`config.mk`:
```
export PLATFORM = sky130hd
export DESIGN_NAME = plat_collide_seq
export DESIGN_NICKNAME = d
export VERILOG_FILES = /design/src/rtl/plat_collide_seq.sv
export SDC_FILE = /design/constraint.sdc
export NUM_CORES = 1
export LEC_CHECK = 0
export ABC_AREA = 1
export BUFFER_PORTS_ARGS = -buffer_cell sky130_fd_sc_hd__buf_2
export CELL_PAD_IN_SITES_DETAIL_PLACEMENT = 2
export CELL_PAD_IN_SITES_GLOBAL_PLACEMENT = 2
export CORE_MARGIN = 1.5
export CORE_UTILIZATION = 28
export DETAILED_ROUTE_END_ITERATION = 10
export GPL_TIMING_DRIVEN = 0
export PLACE_DENSITY_LB_ADDON = 0.1
export SLEW_MARGIN = 40
export SYNTH_ARGS = -nofsm -noshare
export SYNTH_HDL_FRONTEND = slang
export SYNTH_SLANG_ARGS = --single-unit
```
`constraint.sdc`:
```
create_clock -name sys_clk -period 4.6 [get_ports sys_clk]
set_input_delay 0.92 -clock sys_clk [delete_from_list [all_inputs] [get_ports sys_clk]]
set_output_delay 0.92 -clock sys_clk [all_outputs]
set_load 0.02 [all_outputs]
```
`src/rtl/plat_collide_seq.sv`:
```
// plat_collide_seq: sequential landing search that scans one platform per cycle
// and reports the highest surface crossed by the character's feet this frame.
module plat_collide_seq #(
  parameter int PLATFORM_NUM_PER_BLOCK = 7,
  parameter int PHY_WIDTH = 14,
  parameter int BLOCK_LEN_WIDTH = 4,
  parameter int TILE_WIDTH = 8,
  parameter int CHAR_WIDTH = 16
) (
  input  logic sys_clk,
  input  logic sys_rst_n,
  input  logic start,
  input  logic abort,
  input  logic [PHY_WIDTH-1:0] char_x,
  input  logic [PHY_WIDTH-1:0] char_y_cur,
  input  logic [PHY_WIDTH-1:0] char_y_next,
  input  logic [PLATFORM_NUM_PER_BLOCK*PHY_WIDTH-1:0] plat_relative_x,
  input  logic [PLATFORM_NUM_PER_BLOCK*PHY_WIDTH-1:0] plat_relative_y,
  input  logic [PLATFORM_NUM_PER_BLOCK*BLOCK_LEN_WIDTH-1:0] plat_len,
  output logic busy,
  output logic done,
  output logic hit,
  output logic aborted,
  output logic [PHY_WIDTH-1:0] land_y,
  output logic [2:0] land_idx
);
  localparam int N = PLATFORM_NUM_PER_BLOCK;
  localparam int W = PHY_WIDTH;
  localparam int BL = BLOCK_LEN_WIDTH;
  typedef enum logic {IDLE, SCAN} state_t;
  state_t state_q, state_d;
  logic [2:0] idx_q, idx_d, best_idx_q, best_idx_d, land_idx_q, land_idx_d;
  logic [W-1:0] cx_q, cx_d, ycur_q, ycur_d, ynext_q, ynext_d, best_y_q, best_y_d, land_y_q, land_y_d;
  logic [N*W-1:0] pxa_q, pxa_d, pya_q, pya_d;
  logic [N*BL-1:0] lena_q, lena_d;
  logic best_hit_q, best_hit_d, busy_q, busy_d, done_q, done_d, hit_q, hit_d, aborted_q, aborted_d;
  logic [W-1:0] px, py;
  logic [BL-1:0] len;
  logic [W:0] p_end, c_end;
  logic cand, better, nb_hit;
  logic [W-1:0] nb_y;
  logic [2:0] nb_idx;
  assign px = pxa_q[idx_q*W +: W];
  assign py = pya_q[idx_q*W +: W];
  assign len = lena_q[idx_q*BL +: BL];
  // Extra bit keeps the right-edge sums from wrapping near the top of the range.
  assign p_end = {1'b0, px} + (W+1)'(len) * (W+1)'(TILE_WIDTH);
  assign c_end = {1'b0, cx_q} + (W+1)'(CHAR_WIDTH);
  assign cand = (len != '0) && ({1'b0, cx_q} < p_end) && (c_end > {1'b0, px}) && (ynext_q <= py) && (py <= ycur_q);
  // Strict compare keeps the lower index on equal surfaces.
  assign better = cand && (!best_hit_q || py > best_y_q);
  assign nb_hit = better | best_hit_q;
  assign nb_y = better ? py : best_y_q;
  assign nb_idx = better ? idx_q : best_idx_q;
  always_comb begin
    state_d = state_q;
    idx_d = idx_q;
    cx_d = cx_q;
    ycur_d = ycur_q;
    ynext_d = ynext_q;
    pxa_d = pxa_q;
    pya_d = pya_q;
    lena_d = lena_q;
    best_hit_d = best_hit_q;
    best_y_d = best_y_q;
    best_idx_d = best_idx_q;
    busy_d = busy_q;
    done_d = 1'b0;
    hit_d = hit_q;
    aborted_d = aborted_q;
    land_y_d = land_y_q;
    land_idx_d = land_idx_q;
    if (state_q == IDLE) begin
      if (start && !abort) begin
        state_d = SCAN;
        idx_d = '0;
        cx_d = char_x;
        ycur_d = char_y_cur;
        ynext_d = char_y_next;
        pxa_d = plat_relative_x;
        pya_d = plat_relative_y;
        lena_d = plat_len;
        best_hit_d = 1'b0;
        best_y_d = '0;
        best_idx_d = '0;
        busy_d = 1'b1;
      end
    end else if (abort) begin
      state_d = IDLE;
      busy_d = 1'b0;
      done_d = 1'b1;
      aborted_d = 1'b1;
      hit_d = 1'b0;
      land_y_d = '0;
      land_idx_d = '0;
    end else begin
      best_hit_d = nb_hit;
      best_y_d = nb_y;
      best_idx_d = nb_idx;
      idx_d = idx_q + 3'd1;
      if (idx_q == 3'(N-1)) begin
        state_d = IDLE;
        busy_d = 1'b0;
        done_d = 1'b1;
        aborted_d = 1'b0;
        hit_d = nb_hit;
        land_y_d = nb_y;
        land_idx_d = nb_idx;
      end
    end
  end
  always_ff @(posedge sys_clk) begin
    if (!sys_rst_n) begin
      state_q <= IDLE;
      idx_q <= '0;
      cx_q <= '0;
      ycur_q <= '0;
      ynext_q <= '0;
      pxa_q <= '0;
      pya_q <= '0;
      lena_q <= '0;
      best_hit_q <= 1'b0;
      best_y_q <= '0;
      best_idx_q <= '0;
      busy_q <= 1'b0;
      done_q <= 1'b0;
      hit_q <= 1'b0;
      aborted_q <= 1'b0;
      land_y_q <= '0;
      land_idx_q <= '0;
    end else begin
      state_q <= state_d;
      idx_q <= idx_d;
      cx_q <= cx_d;
      ycur_q <= ycur_d;
      ynext_q <= ynext_d;
      pxa_q <= pxa_d;
      pya_q <= pya_d;
      lena_q <= lena_d;
      best_hit_q <= best_hit_d;
      best_y_q <= best_y_d;
      best_idx_q <= best_idx_d;
      busy_q <= busy_d;
      done_q <= done_d;
      hit_q <= hit_d;
      aborted_q <= aborted_d;
      land_y_q <= land_y_d;
      land_idx_q <= land_idx_d;
    end
  end
  assign busy = busy_q;
  assign done = done_q;
  assign hit = hit_q;
  assign aborted = aborted_q;
  assign land_y = land_y_q;
  assign land_idx = land_idx_q;
endmodule

```
==> reports/qor.txt <==
# rows = 84
GR Overflow Total = 0
crit-path max FO = 10
cells after synthesis = 2154
Starting Density = 0.2839
DIE AREA = 54780 um2
Int Power = 5.123 mW
DRC viols = 0
dpl hpwl = 53.43 mm
min-delay src = lena_q[19]
vias in the first global route = 17140
layout cells sized above 1 = 0.1796
most common cell after layout, fill and taps aside = nor2_1
drt pass-1 iters = 5
TritonCTS clock tree = done
initial antenna violation count = 5
CP max stage cell = or3_4
drt initial violations = 629
Worst-Margin Slew = 0.8814 ns
worst path cell trace = inv_2 -> buf_12 -> clkbuf_8 -> buf_8 -> clkbuf_8 -> nor2_1 -> o21ai_0 -> nand2_1 -> nand2_4 -> ha_2 -> fa_2 -> a31oi_1 -> or3_4 -> xnor2_2 -> ha_1 -> inv_1 -> nor3_2 -> o21ai_1 -> o311ai_2 -> nand2_2 -> buf_2 -> nand4_1 -> nand3_1 -> a21oi_1
# IOs = 291
Mapped Avg Cell Area = 6.939 um2
synthesized net count = 2499
CP top delay family = simple AND/OR/NAND/NOR gates
worst r2r src = idx_q[0]
clk root buf = clkbuf_16
ys async rst share = 0
WP buf/inv = 7
final slew viol count = 0
register area share after synthesis = 0.4139
Post-Syn Area = 14950 um2
# clock sinks = 309
Max Buffers Root-to-Sink = 3
Die H = 234.0 um
core area = 52660 um2
CTS buffer count = 39
sw frac = 0.2982
commonest register cell after synthesis = dfxtp_1
HP Class = flip-flop to flip-flop
skew final = 0.02402 ns
Reg power frac = 0.403
post-route minimum period = 4.432 ns
Data required, critical path = 5.09 ns
Final Hold Viols = 0
switching power = 2.177 mW
cell mode on critical path = clkbuf_8
Critical Path End Type = flip-flop
P&R area growth vs syn = 26.26%
Startpoint Class = flip-flop
clock power share = 0.418
# H-tree levels = 2
die width = 234.0 um
most frequent cells in the layout = nor2_1 (547), o21ai_0 (367), dfxtp_1 (307)
final WL = 67.02 mm
Crit Path Category = flip-flop to flip-flop
IO buf count = 289
via count = 15910
number of flops mapped to enable cells by yosys = 0
later-pin clock latency in the skew report = 0.57 ns
vias per inst = 4.955
Synth Warn # = 0
clock slew at reported path FFs = 0.06 ns
GRT Util Overall = 0.2446
Slew HR = 0.4124
pin count of the biggest net entering global routing = 20
final number of setup-violating endpoints = 0
Setup crit start = idx_q[0]
max-cap viol count = 0
cts hold-fix bufs = 0
Unique masters post-synth = 42
outcome = complete, no violations
PwrDens = 386.8 nW/um2
Post-DRT Antenna Nets = 0
Worst VDD drop = 0.2075 mV
Leak = 8.186 nW
wire length per cell = 20.87 um
Core Util, Final = 0.3584
first-pass GRT wire length = 99.87 mm
slowest stage delay, CP = 0.43 ns
combinational cell fraction of total power = 0.179
FMAX = 225.6 MHz
Yosys reg bits = 309
Fin Setup TNS = 0 ns
Layout Nets = 2838
worst hold margin = 0.4610 ns
part of the cycle the worst path needs = 0.9635
Routability Congestion = 0.8354
Crit path arrival time = 4.92 ns
[state kept, by name, indices dropped and copies added (netlist names), 14 cells and up]
name      count
best_y_q     14
ycur_q       14
cx_q         14
land_y       14
pya_q        98
lena_q       28
pxa_q        98
ynext_q      14
[cell usage after synthesis (all sizes together), types with 10 or more instances]
| master | instances | area share |
|---|---|---|
| dfxtp | 309 | 0.41 |
| o21ai | 381 | 0.13 |
| ha | 74 | 0.062 |
| xor2 | 10 | 0.0059 |
| nand2 | 285 | 0.074 |
| a21oi | 127 | 0.043 |
| clkbuf | 122 | 0.031 |
| nand4 | 36 | 0.015 |
| buf | 23 | 0.010 |
| nand3 | 57 | 0.021 |
| o22ai | 20 | 0.0084 |
| inv | 124 | 0.031 |
| nor2 | 552 | 0.14 |
[metrics by stage]
step | worst slack (ns) | std cells | cell area [um2] | power (mW)
2_1_floorplan | 0.2936 | 2154 | 14950 | 3.705
3_3_place_gp | -1.858 | 3131 | 17250 | 4.179
3_5_place_dp | -1.677 | 3132 | 17270 | 4.243
4_1_cts | 0.002574 | 3205 | 18690 | 7.361
5_1_grt | -0.01669 | 3210 | 18870 | 7.656
6_report | 0.1680 | 3211 | 18870 | 7.301
[worst reg2reg max path: cells and delay by family (launching register included)]
kind / cells / cell delay (ns)
DFF: 1 / 0.38
adders and majority gates: 3 / 0.75
AOI/OAI and AO/OA: 5 / 0.67
and+or+nand+nor: 8 / 1.40
xor gates and xnor gates: 1 / 0.16
buffers and inverters: 7 / 1.00
[path summary, 6_finish.rpt]
check	slack, ns	cells past startpoint	end
worst max-delay path	0.17	24	best_y_q[8]
worst max register to register	0.17	24	best_y_q[8]
worst min-delay path	0.46	2	lena_q[19]
worst min register to register	0.46	2	lena_q[19]
[logic make-up after synthesis]
kind of cell / count (synthesis) / share of synthesized area
AND/OR/NAND/NOR: 941 / 0.2541
XOR/XNOR: 16 / 0.009375
flip-flops: 309 / 0.4139
buffers and inverters: 271 / 0.07266
adder cells (fa/ha/maj): 75 / 0.06328
AO/OA/AOI/OAI: 542 / 0.1868
[power by group through the flow]
stage                     combinational, mW  clock [mW]  sequential, mW
after floorplan                       0.742           0            2.96
after global routing                   1.47        3.23            2.96
final                                  1.31        3.05            2.94
after global placement                 1.18           0            2.99
after detailed placement               1.24           0            3.00
after CTS                              1.29        3.13            2.94
[routing by layer]
| layer | track usage | share of wire |
|---|---|---|
| met1 | 0.3166 | 0.46 |
| met2 | 0.4158 | 0.47 |
| met3 | 0.03417 | 0.041 |
| met4 | 0.08193 | 0.028 |
| met5 | 0 | 0.00033 |
[final cells by class]
cell class                 instances  area, um2
buffer                           141      723.2
antenna                            1      2.502
tap                              688      860.8
timing repair buffer             302       1553
fill                            6310      33780
clock inverter                     7      38.79
sequential                       309       6191
multi-input combinational       1574       7801
inverter                         126      475.5
clock buffer                      63       1226
[repair_timing]
action / in CTS / in global routing
endpoints found under the setup margin: 36 / 36
endpoints found under the hold margin: 0 / 0
buffers inserted: 7 / 4
pin swaps: 4 / 10
resized for setup: 41 / 46
gates cloned: 0 / 1
Note: power is estimated with default switching activity, not from simulation.
